$ cat src/rtl/io_bus_ctl.sv
// Z80 I/O cycle sequencer: decodes the port address onto a req/ack device bus,
// holds the CPU in wait states until the device responds or times out.
module io_bus_ctl #(
  parameter int unsigned NDEV     = 4,
  parameter logic [3:0]  BASE_NIB = 4'h8,
  parameter int unsigned TIMEOUT  = 15
) (
  input  logic                 clk,
  input  logic                 reset,
  input  logic                 iorq_n,
  input  logic                 rd_n,
  input  logic                 wr_n,
  input  logic                 m1_n,
  input  logic [7:0]           addr,
  input  logic [7:0]           DO,
  output logic [7:0]           DI,
  output logic                 di_oe,
  output logic                 wait_n,
  output logic [NDEV-1:0]      dev_sel,
  output logic                 dev_rd,
  output logic                 dev_wr,
  output logic [3:0]           dev_addr,
  output logic [7:0]           dev_wdata,
  input  logic [8*NDEV-1:0]    dev_rdata,
  input  logic [NDEV-1:0]      dev_ack,
  output logic [7:0]           err_cnt
);

  typedef enum logic [1:0] {IDLE, REQ, DONE} state_t;

  state_t            state, state_nx;
  logic [7:0]        timer, timer_nx;
  logic [7:0]        di_nx, wdata_nx, err_nx;
  logic              oe_nx, wait_nx, rd_nx, wr_nx;
  logic [NDEV-1:0]   sel_nx;
  logic [3:0]        addr_nx;

  logic [4:0]        nib, base5;
  logic              hit, start, ack_hit, timeout;
  logic [2:0]        slot;
  logic [7:0]        rdata_sel, timer_inc;

  always_comb begin
    nib       = {1'b0, addr[7:4]};
    base5     = {1'b0, BASE_NIB};
    hit       = (nib >= base5) && (nib < (base5 + 5'(NDEV)));
    slot      = 3'(nib - base5);
    start     = !iorq_n && m1_n && (!rd_n || !wr_n) && hit;
    // dev_sel is one-hot while in REQ, so masking the acks rejects foreign slots
    ack_hit   = |(dev_ack & dev_sel);
    timer_inc = timer + 8'd1;
    timeout   = (timer_inc == 8'(TIMEOUT));
    rdata_sel = '0;
    for (int unsigned i = 0; i < NDEV; i++) begin
      if (dev_sel[i]) rdata_sel = dev_rdata[i*8 +: 8];
    end
  end

  always_comb begin
    state_nx = state;
    timer_nx = timer;
    di_nx    = DI;
    oe_nx    = di_oe;
    wait_nx  = wait_n;
    sel_nx   = dev_sel;
    rd_nx    = dev_rd;
    wr_nx    = dev_wr;
    addr_nx  = dev_addr;
    wdata_nx = dev_wdata;
    err_nx   = err_cnt;
    case (state)
      IDLE: begin
        if (start) begin
          state_nx = REQ;
          timer_nx = '0;
          for (int unsigned i = 0; i < NDEV; i++) sel_nx[i] = (32'(slot) == i);
          rd_nx    = !rd_n;
          wr_nx    = rd_n;
          wait_nx  = 1'b0;
          addr_nx  = addr[3:0];
          wdata_nx = DO;
        end
      end
      REQ: begin
        if (iorq_n) begin
          state_nx = IDLE;
          timer_nx = '0;
          sel_nx   = '0;
          rd_nx    = 1'b0;
          wr_nx    = 1'b0;
          wait_nx  = 1'b1;
        end else if (ack_hit || timeout) begin
          state_nx = DONE;
          sel_nx   = '0;
          rd_nx    = 1'b0;
          wr_nx    = 1'b0;
          wait_nx  = 1'b1;
          oe_nx    = dev_rd;
          if (dev_rd) di_nx = ack_hit ? rdata_sel : 8'hFF;
          if (!ack_hit && err_cnt != 8'hFF) err_nx = err_cnt + 8'd1;
        end else begin
          timer_nx = timer_inc;
        end
      end
      DONE: begin
        if (iorq_n) begin
          state_nx = IDLE;
          oe_nx    = 1'b0;
          timer_nx = '0;
        end
      end
      default: state_nx = IDLE;
    endcase
  end

  always_ff @(posedge clk or posedge reset) begin
    if (reset) begin
      state     <= IDLE;
      timer     <= '0;
      DI        <= '0;
      di_oe     <= 1'b0;
      wait_n    <= 1'b1;
      dev_sel   <= '0;
      dev_rd    <= 1'b0;
      dev_wr    <= 1'b0;
      dev_addr  <= '0;
      dev_wdata <= '0;
      err_cnt   <= '0;
    end else begin
      state     <= state_nx;
      timer     <= timer_nx;
      DI        <= di_nx;
      di_oe     <= oe_nx;
      wait_n    <= wait_nx;
      dev_sel   <= sel_nx;
      dev_rd    <= rd_nx;
      dev_wr    <= wr_nx;
      dev_addr  <= addr_nx;
      dev_wdata <= wdata_nx;
      err_cnt   <= err_nx;
    end
  end

endmodule

$ cat config.mk
export PLATFORM = sky130hd
export DESIGN_NAME = io_bus_ctl
export DESIGN_NICKNAME = d
export VERILOG_FILES = /design/src/rtl/io_bus_ctl.sv
export SDC_FILE = /design/constraint.sdc
export NUM_CORES = 1
export LEC_CHECK = 0
export CORE_MARGIN = 10
export CORE_UTILIZATION = 44
export DETAILED_ROUTE_END_ITERATION = 8
export PLACE_DENSITY = 0.81
export SYNTH_ARGS = -nofsm -noshare
export SYNTH_HDL_FRONTEND = slang
export SYNTH_SLANG_ARGS = --single-unit
$ cat constraint.sdc
create_clock -name clk -period 2.9 [get_ports clk]
set_input_delay 0.58 -clock clk [delete_from_list [all_inputs] [get_ports clk]]
set_output_delay 0.58 -clock clk [all_outputs]
set_load 0.02 [all_outputs]
==> results.sh, run 1 <==
export IMPL_clkSinkCount=46
export IMPL_p_switching_mw=0.650
export IMPL_fin_cells=397
export IMPL_hold_path_depth=1
export IMPL_rsz0062_at_grt="no"
export IMPL_finalSetupViolations=0
export IMPL_critPathMaxStageDelay_ns=0.52
export IMPL_portBuffers=93
export IMPL_die_w_microns=94.4
export IMPL_clock_latency_ns=0.30
export IMPL_grt_pass1_vias=2150
export IMPL_cp_startpoint="timer[0]"
export IMPL_area_growth_pct=46.0
export IMPL_async_flop_share_pct=100
export IMPL_p_leak_nw=1.48
export IMPL_relSlewSlack_pct=59.7
export IMPL_yosysUniqueCellTypes=46
export IMPL_wl_per_cell_microns=16.8
export IMPL_path_clk_slew_ns=0.09
export IMPL_ys_ff_latch=46
export IMPL_fin_crit_ns=2.30
export IMPL_final_setup_tns_ns=0
export IMPL_grt_max_degree=47
export IMPL_slowest_stage="or4_4"
export IMPL_first_iter_violations=95
export IMPL_cts_resized=0
export IMPL_first_pass_iters=4
export IMPL_start_util_pct=44.7
export IMPL_drc=0
export IMPL_path_max_fanout=6
export IMPL_cap_violations=0
export IMPL_syn_area_per_cell_sq_um=10.6
export IMPL_vias_per_cell=5.35
export IMPL_drive_above_1_share_pct=12.6
export IMPL_timing_fmax_ghz=0.435
export IMPL_nets=385
export IMPL_synthCells=229
export IMPL_pwr_share_clk_pct=23.0
export IMPL_cp_arrival_ns=2.49
export IMPL_worstSetupEndpointType="register"
export IMPL_die_area_sq_um=8900
export IMPL_wl_microns=6660
export IMPL_slew_viol_final=0
export IMPL_final_area_sq_um=3550
export IMPL_rows=27
export IMPL_r2r_end="dev_sel[0]"
export IMPL_reg2reg_depth=7
export IMPL_critPathKind="register to register"
export IMPL_htreeDepth=2
export IMPL_worstSetupEndpoint="dev_sel[0]"
export IMPL_holdBufCountCts=0
export IMPL_syn_area_sq_um=2430
export IMPL_overflow=0
export IMPL_ff2ff_setup_slack_ns=0.60
export IMPL_diodes=0
export IMPL_timing_final_crit_share_pct=79.3
export IMPL_ys_flop_type="dfrtp_1"
export IMPL_dp_hpwl_microns=5160
export IMPL_p_comb_share_pct=36.7
export IMPL_worst_slew_pin_slew_ns=0.604
export IMPL_cpMostUsedCell="o21ai_4"
export IMPL_worst_ep_required_time_ns=3.09
export IMPL_cts_tree="yes"
export IMPL_grt_use_total_pct=14.7
export IMPL_cts_max_path_buffers=2
export IMPL_num_io_pins=94
export IMPL_clockRootBuffer="clkbuf_8"
export IMPL_cp_start_kind="register"
export IMPL_core_area_sq_um=5440
export IMPL_status="completed"
export IMPL_numCtsBuffers=5
export IMPL_place_inst=389
export IMPL_grt_pass1_wl_microns=10600
export IMPL_final_antenna_net_count=0
export IMPL_finalHoldViolations=0
export IMPL_sw_frac_of_total_pct=31.9
export IMPL_place_area_sq_um=3440
export IMPL_crit_chain="ha_1 -> xor2_1 -> nand3b_1 -> or4_4 -> o21ai_4 -> o21ai_4 -> a211o_1"
export IMPL_fin_skew_ns=0.00871
export IMPL_min_path_type="register to register"
export IMPL_finalWeightedCongestion=0.854
export IMPL_ys_seq_area_share_pct=47.4
export IMPL_routed_via_count=2123
export IMPL_syn_nets=290
export IMPL_peakVddDrop_mv=0.498
export IMPL_ys_warn_count=0
export IMPL_seqPwrFrac_pct=40.3
export IMPL_dieHeight_microns=94.4
export IMPL_antenna_found_initial=0
export IMPL_r2r_start="timer[0]"
export IMPL_cellPowerDensity_nw_per_um2=573
export IMPL_synth_edf_count=0
export IMPL_postCtsSetupBuffers=0
export IMPL_p_int_mw=1.39
==> synthesized netlist by cell type, drive strengths merged (4+ instances only) <==
| cell type | number | area, sq um |
|---|---|---|
| buf | 5 | 42.5 |
| a221oi | 8 | 70.1 |
| o21ai | 9 | 71.3 |
| and2 | 4 | 25.0 |
| mux2 | 13 | 146 |
| xor2 | 4 | 42.6 |
| nand2 | 13 | 48.8 |
| nor2b | 9 | 56.3 |
| a2bb2oi | 8 | 70.1 |
| clkbuf | 8 | 30.0 |
| a21oi | 20 | 100 |
| nand3 | 7 | 35.0 |
| xnor2 | 8 | 70.1 |
| dfrtp | 45 | 1130 |
| o2bb2ai | 7 | 61.3 |
| nand4 | 5 | 31.3 |
| nor3 | 13 | 76.3 |
| nor2 | 10 | 37.5 |
==> cell type report <==
cell class              count  area (sq um)
flip-flops and latches     46          1150
multi-input cells         167          1200
well taps                  72          90.1
fillers                   438          1890
inverters                   3          11.3
clock buffers               6          72.6
clock inverters             2          37.5
repair buffers            101           991
==> cells in the final DEF (no fill, tap or decap), types with 2 or more instances in the layout <==
cell | synthesis | layout
a221oi_1 | 8 | 8
inv_1 | 3 | 2
or3_1 | 2 | 2
nand4_1 | 5 | 5
a2bb2oi_1 | 8 | 8
a21oi_1 | 20 | 20
xnor2_1 | 8 | 8
a22oi_1 | 2 | 2
clkdlybuf4s50_1 | 0 | 93
and4_1 | 3 | 3
clkbuf_8 | 0 | 5
mux2_2 | 13 | 13
dfrtp_1 | 45 | 45
nor2b_1 | 9 | 9
and2_1 | 3 | 3
buf_4 | 0 | 8
o2bb2ai_1 | 7 | 7
nor3b_1 | 2 | 2
nor4b_1 | 2 | 2
nand3_1 | 7 | 7
ha_1 | 3 | 3
xor2_1 | 3 | 3
a21o_1 | 2 | 2
o21ai_4 | 2 | 2
o21ai_0 | 6 | 6
nor3_1 | 12 | 12
nand2_1 | 13 | 13
nor2_1 | 10 | 10
o31ai_1 | 2 | 2
==> worst min-delay path by stage <==
| stage | startpoint | endpoint | slack, ns |
|---|---|---|---|
| final | err_cnt[6] | err_cnt[6] | 0.50 |
| after global routing | dev_wdata[7] | dev_wdata[7] | 0.53 |
| after CTS | err_cnt[5] | err_cnt[5] | 0.51 |
| after detailed placement | err_cnt[5] | err_cnt[5] | 0.49 |
| after global placement | err_cnt[6] | err_cnt[6] | 0.48 |
| after floorplan | timer[5] | timer[5] | 0.48 |
==> sequential cells by signal, indices dropped and copies added (netlist names) <==
register   flops
err_cnt        8
di_oe          1
dev_wdata      8
timer          8
state          2
dev_addr       4
DI             8
dev_rd         1
dev_sel        4
dev_wr         1
wait_n         1
==> routing by layer <==
layer	global-route usage (%)	share of wire (%)	vias to the layer above
li1	-	-	1044
met1	17.1	40	1027
met2	26.1	53	44
met3	2.62	5.0	8
met4	5.70	1.4	0
met5	0	0	-
==> power groups by stage <==
stage	logic (mW)	clock network, mW	registers, mW
after floorplan	0.301	0	0.928
after global placement	0.739	0	0.829
after detailed placement	0.757	0	0.834
after CTS	0.759	0.486	0.821
after global routing	0.810	0.506	0.839
final	0.747	0.468	0.822
==> cells by family after synthesis <==
| family | share of synthesized area [%] |
|---|---|
| AO/OA/AOI/OAI | 19.5 |
| XOR/XNOR | 4.63 |
| adder cells (fa/ha/maj) | 1.54 |
| buffers and inverters | 3.45 |
| flip-flops | 47.4 |
| multiplexers | 6.02 |
| AND/OR/NAND/NOR | 17.4 |
==> critical path, delay by kind of cell (launching register included) <==
| kind | cells | cell delay (ns) |
|---|---|---|
| xor gates and xnor gates | 1 | 0.17 |
| and+or+nand+nor | 2 | 0.64 |
| adders and majority gates | 1 | 0.29 |
| AOI/OAI and AO/OA | 3 | 0.67 |
| DFF | 1 | 0.43 |
==> through the flow <==
stage | power [mW] | util (%) | hold slack [ns] | worst slack (ns)
floorplan | 1.23 | - | 0.485 | 0.779
global placement | 1.57 | 63.3 | 0.476 | 0.370
detailed placement | 1.59 | 63.3 | 0.489 | 0.347
CTS | 2.07 | 65.3 | 0.506 | 0.599
global route | 2.15 | 65.3 | 0.528 | 0.441
finish | 2.04 | 65.3 | 0.498 | 0.602
No activity file was read; power rests on OpenSTA's default activity.
==> inputs of run 2 (changes only) <==
Settings changed: CORE_UTILIZATION 44 to 40, PLACE_DENSITY 0.81 to 0.78.
Clock period 2.9 ns to 2 ns, I/O delays scaled along.
==> run 2 against run 1 <==
  * The flow now finishes with violations (setup timing)
  * Final cell count rose by 9.3%
  * Clock skew shrank 0.0017 ns
  * Critical endpoint unchanged
  * Via count grew 6.6%
==> results.sh, run 2 (same netlist as run 1, synthesis figures left out) <==
export IMPL_status="complete, but fails checks"
export IMPL_violations="setup timing"
export IMPL_cap_violations=0
export IMPL_min_path_type="input pin to async pin"
export IMPL_first_iter_violations=76
export IMPL_numCtsBuffers=5
export IMPL_slew_viol_final=0
export IMPL_pwr_share_clk_pct=18.8
export IMPL_wl_per_cell_microns=16.9
export IMPL_die_area_sq_um=9600
export IMPL_grt_max_degree=28
export IMPL_n_fill_cell=434
export IMPL_wl_microns=7350
export IMPL_ff2ff_setup_slack_ns=-0.12
export IMPL_worstSetupEndpointType="register"
export IMPL_core_area_sq_um=5920
export IMPL_fin_crit_ns=2.12
export IMPL_path_max_fanout=5
export IMPL_grt_use_total_pct=14.9
export IMPL_fin_skew_ns=0.00705
export IMPL_reg2reg_depth=7
export IMPL_cts_max_path_buffers=2
export IMPL_vias_per_cell=5.22
export IMPL_critPathKind="register to register"
export IMPL_p_switching_mw=1.01
export IMPL_rsz0062_at_grt="yes"
export IMPL_overflow=0
export IMPL_relSlewSlack_pct=67.4
export IMPL_first_pass_iters=4
export IMPL_routed_via_count=2264
export IMPL_postLayoutSetupSlackWorst_ns=-0.123
export IMPL_final_cell_mix="92 x clkdlybuf4s50_1, 45 x dfrtp_1, 38 x buf_4, 19 x a21oi_1, 13 x nand2_1"
export IMPL_portBuffers=93
export IMPL_antenna_found_initial=0
export IMPL_p_comb_share_pct=43.0
export IMPL_path_clk_slew_ns=0.08
export IMPL_diodes=0
export IMPL_utilization_pct=67.4
export IMPL_rows=28
export IMPL_cellPowerDensity_nw_per_um2=770
export IMPL_cts_tree="yes"
export IMPL_final_antenna_net_count=0
export IMPL_seqPwrFrac_pct=38.1
export IMPL_area_growth_pct=64.1
export IMPL_dp_slack_ns=-0.237
export IMPL_finalSetupViolations=16
export IMPL_sw_frac_of_total_pct=32.9
export IMPL_fin_hold_ws_ns=0.446
export IMPL_cp_arrival_ns=2.31
export IMPL_drive_above_1_share_pct=26.7
export IMPL_p_total_mw=3.08
export IMPL_final_common_cell="clkdlybuf4s50_1"
export IMPL_clock_latency_ns=0.30
export IMPL_worst_slew_pin_slew_ns=0.489
export IMPL_finalHoldViolations=0
export IMPL_cp_start_kind="register"
export IMPL_htreeDepth=2
export IMPL_r2r_end="dev_sel[0]"
export IMPL_p_int_mw=2.06
export IMPL_nets=419
export IMPL_grt_pass1_wl_microns=12100
export IMPL_p_leak_nw=1.72
export IMPL_start_util_pct=41.1
export IMPL_num_io_pins=94
export IMPL_die_w_microns=98.0
export IMPL_grt_pass1_vias=2399
export IMPL_clkSinkCount=46
export IMPL_finalWeightedCongestion=0.827
export IMPL_worst_ep_required_time_ns=2.19
export IMPL_clockRootBuffer="clkbuf_8"
export IMPL_dp_hpwl_microns=5600
export IMPL_dieHeight_microns=98.0
export IMPL_r2r_start="timer[1]"
export IMPL_timing_fmax_ghz=0.471
export IMPL_drc=0
export IMPL_peakVddDrop_mv=0.498
export IMPL_timing_final_crit_share_pct=106
## run 2: cell types whose count changed in the layout (fill, tap and decap cells not counted), moves of 2 or more
cell | before | now
buf_4 | 8 | 38
nand3_4 | 0 | 2
buf_12 | 0 | 2
o2bb2ai_2 | 0 | 2
xnor2_2 | 0 | 2
nand3_1 | 7 | 5
o2bb2ai_1 | 7 | 5
a2bb2oi_2 | 0 | 8
a2bb2oi_1 | 8 | 0
xnor2_1 | 8 | 6
buf_6 | 0 | 2
## run 2: repair_timing
| action | 4_1_cts | 5_1_grt |
|---|---|---|
| pin swaps | 2 | 7 |
| buffers inserted | 2 | 4 |
| setup endpoints to repair | 17 | 29 |
| gates resized for setup | 3 | 27 |
| hold buffers | 0 | 0 |
## run 2: how the worst max path moves through the flow
| stage | startpoint | endpoint | slack (ns) |
|---|---|---|---|
| after CTS | timer[0] | dev_sel[3] | -0.11 |
| after detailed placement | dev_ack[0] | err_cnt[1] | -0.24 |
| after global placement | dev_ack[0] | err_cnt[1] | -0.23 |
| after global routing | timer[1] | dev_sel[0] | -0.19 |
| after floorplan | timer[0] | dev_sel[0] | -0.05 |
| final | timer[1] | dev_sel[0] | -0.12 |
## run 2: per-stage QoR
step | cells | area, sq um | setup TNS (ns)
finish | 434 | 3990 | -1.21
global placement | 420 | 3700 | -3.45
floorplan | 229 | 2450 | -0.0496
CTS | 430 | 3810 | -0.819
global route | 434 | 3990 | -2.92
detailed placement | 420 | 3700 | -5.61
## run 2: worst max-delay path, cell delays in order, from the launching register on
cell,delay [ns]
dfrtp_1,0.41
buf_4,0.16
nand3_1,0.14
xor2_1,0.22
or4_4,0.48
o21ai_4,0.26
o21ai_4,0.07
a211o_1,0.28
## run 2: power by group through the flow
stage / logic (mW) / clock network, mW / registers, mW
floorplan: 0.438 / 0 / 1.35
global placement: 1.21 / 0 / 1.17
detailed placement: 1.22 / 0 / 1.19
CTS: 1.25 / 0.595 / 1.17
global route: 1.42 / 0.626 / 1.19
finish: 1.32 / 0.580 / 1.17
## run 2: metal layers
metal  wire [microns]  GRT usage [%]  part of all wire [%]
met4               71           3.91                  0.97
met3              371           3.66                   5.0
met1             3080           17.8                    42
met2             3830           25.9                    52
met5                0              0                     0
## run 2: cell type report
type / instances / area, sq um / area share (%)
Timing Repair Buffer: 135 / 1280 / 32.1
Sequential cell: 46 / 1150 / 28.9
Tap cell: 75 / 93.8 / 2.35
Clock inverter: 1 / 5.00 / 0.125
Multi-Input combinational cell: 167 / 1360 / 34.1
Inverter: 3 / 11.3 / 0.282
Clock buffer: 7 / 86.3 / 2.16
==> inputs of run 3 (changes only) <==
Settings changed: REMOVE_ABC_BUFFERS set to 1.
==> run 3 against run 2 <==
  * The run still ends with setup timing left
  * Final cell count shrank 0.69%
  * Sequential cell count unchanged
  * Critical endpoint unchanged
  * Highest routed layer unchanged
  * Fmax up 2.2%
  * Largest power group unchanged
  * Critical path depth rose by 1
==> results.sh, run 3 (same netlist as run 1, synthesis figures left out) <==
export IMPL_status="complete, but fails checks"
export IMPL_violations="setup timing"
export IMPL_cp_start_kind="register"
export IMPL_vias_per_cell=5.33
export IMPL_htreeDepth=2
export IMPL_cp_top_family="simple AND/OR/NAND/NOR gates"
export IMPL_p_comb_share_pct=41.1
export IMPL_drive_above_1_share_pct=25.3
export IMPL_cpMostUsedCell="o21ai_4"
export IMPL_diodes=0
export IMPL_drc=0
export IMPL_dp_hpwl_microns=5780
export IMPL_critPathKind="register to register"
export IMPL_p_int_mw=2.12
export IMPL_p_leak_nw=1.67
export IMPL_cp_arrival_ns=2.26
export IMPL_fin_skew_ns=0.00501
export IMPL_cap_violations=0
export IMPL_min_path_type="input pin to async pin"
export IMPL_cts_max_path_buffers=2
export IMPL_rows=28
export IMPL_timing_final_crit_share_pct=104
export IMPL_overflow=0
export IMPL_timing_fmax_ghz=0.482
export IMPL_finalWeightedCongestion=0.798
export IMPL_path_max_fanout=5
export IMPL_p_switching_mw=1.03
export IMPL_clkSinkCount=46
export IMPL_final_setup_tns_ns=-0.432
export IMPL_nets=416
export IMPL_cellPowerDensity_nw_per_um2=807
export IMPL_portBuffers=93
export IMPL_r2r_start="timer[0]"
export IMPL_dp_slack_ns=-0.243
export IMPL_pwr_share_clk_pct=21.8
export IMPL_critPathBufInv=2
export IMPL_peakVddDrop_mv=0.624
export IMPL_p_total_mw=3.16
export IMPL_grt_max_degree=26
export IMPL_slowest_stage="or4_4"
export IMPL_cts_tree="yes"
export IMPL_critPathMaxStageDelay_ns=0.53
export IMPL_wl_per_cell_microns=17.6
export IMPL_holdBufCountCts=0
export IMPL_final_common_cell="clkdlybuf4s50_1"
export IMPL_first_iter_violations=93
export IMPL_dieHeight_microns=98.0
export IMPL_worstSetupEndpointType="register"
export IMPL_first_pass_iters=4
export IMPL_fin_crit_ns=2.08
export IMPL_worst_ep_required_time_ns=2.19
export IMPL_wl_microns=7590
export IMPL_crit_chain="buf_4 -> inv_1 -> ha_1 -> nand3b_1 -> or4_4 -> o21ai_4 -> o21ai_4 -> a211o_1"
export IMPL_start_util_pct=41.1
export IMPL_cp_startpoint="timer[0]"
export IMPL_numCtsBuffers=5
export IMPL_grt_pass1_vias=2365
export IMPL_relSlewSlack_pct=60.3
export IMPL_final_antenna_net_count=0
export IMPL_sw_frac_of_total_pct=32.8
export IMPL_clockRootBuffer="clkbuf_8"
export IMPL_clock_latency_ns=0.29
export IMPL_routed_via_count=2296
export IMPL_finalHoldViolations=0
export IMPL_die_w_microns=98.0
export IMPL_core_area_sq_um=5920
export IMPL_postLayoutSetupSlackWorst_ns=-0.0763
export IMPL_slew_viol_final=0
export IMPL_final_cell_mix="93 x clkdlybuf4s50_1, 44 x dfrtp_1, 34 x buf_4, 19 x a21oi_1"
export IMPL_antenna_found_initial=0
export IMPL_grt_use_total_pct=14.7
export IMPL_rsz0062_at_grt="yes"
export IMPL_fin_hold_ws_ns=0.360
export IMPL_die_area_sq_um=9600
export IMPL_num_io_pins=94
export IMPL_grt_pass1_wl_microns=11900
export IMPL_area_growth_pct=60.9
export IMPL_finalSetupViolations=16
export IMPL_n_fill_cell=457
export IMPL_path_clk_slew_ns=0.09
export IMPL_worst_slew_pin_slew_ns=0.595
export IMPL_seqPwrFrac_pct=37.1
[run 3: cell count changes in the layout (fill, tap and decap cells not counted), moves of 4 or more]
cell and change:
a2bb2oi_1 +5, a2bb2oi_2 -5, buf_4 -4, o2bb2ai_1 -4, o2bb2ai_2 +4
[run 3: final cells by class]
type	count	area (sq um)	area share (%)
Clock buffer	5	68.8	1.76
Sequential cell	46	1150	29.5
Multi-Input combinational cell	167	1290	33.1
Clock inverter	3	40.0	1.02
Tap cell	75	93.8	2.40
Inverter	3	11.3	0.288
Timing Repair Buffer	132	1250	32.0
[run 3: routing by layer]
layer | global-route usage (%) | up-vias | wire (microns)
met2 | 25.7 | 60 | 3880
li1 | - | 1105 | -
met5 | 0 | - | 0
met1 | 17.6 | 1127 | 3250
met3 | 3.74 | 4 | 412
met4 | 3.36 | 0 | 44
[run 3: what timing repair did]
item / in CTS / in global routing
endpoints found under the setup margin: 29 / 30
pin swaps: 3 / 3
gates resized for setup: 8 / 16
setup buffers: 2 / 2
[run 3: worst paths after layout]
check,slack (ns),cells past startpoint,end
hold / removal,0.36,2,err_cnt[7]
hold reg to reg,0.50,1,err_cnt[7]
setup reg to reg,-0.08,8,dev_sel[0]
min in group clk,0.50,1,err_cnt[7]
setup / recovery,-0.08,8,dev_sel[0]
max in group asynchronous,1.20,3,dev_sel[3]
[run 3: power groups by stage]
stage | Combinational [mW] | Clock, mW | Sequential, mW
6_report | 1.30 | 0.687 | 1.17
4_1_cts | 1.26 | 0.698 | 1.17
3_3_place_gp | 1.21 | 0 | 1.18
5_1_grt | 1.39 | 0.739 | 1.19
3_5_place_dp | 1.23 | 0 | 1.19
2_1_floorplan | 0.376 | 0 | 1.39
[run 3: through the flow]
| step | instance area, sq um | instances | utilization (%) |
|---|---|---|---|
| after floorplan | 2360 | 216 | - |
| after global routing | 3910 | 431 | 66.1 |
| final | 3910 | 431 | 66.1 |
| after CTS | 3820 | 429 | 64.5 |
| after global placement | 3660 | 419 | 61.8 |
| after detailed placement | 3660 | 419 | 61.8 |
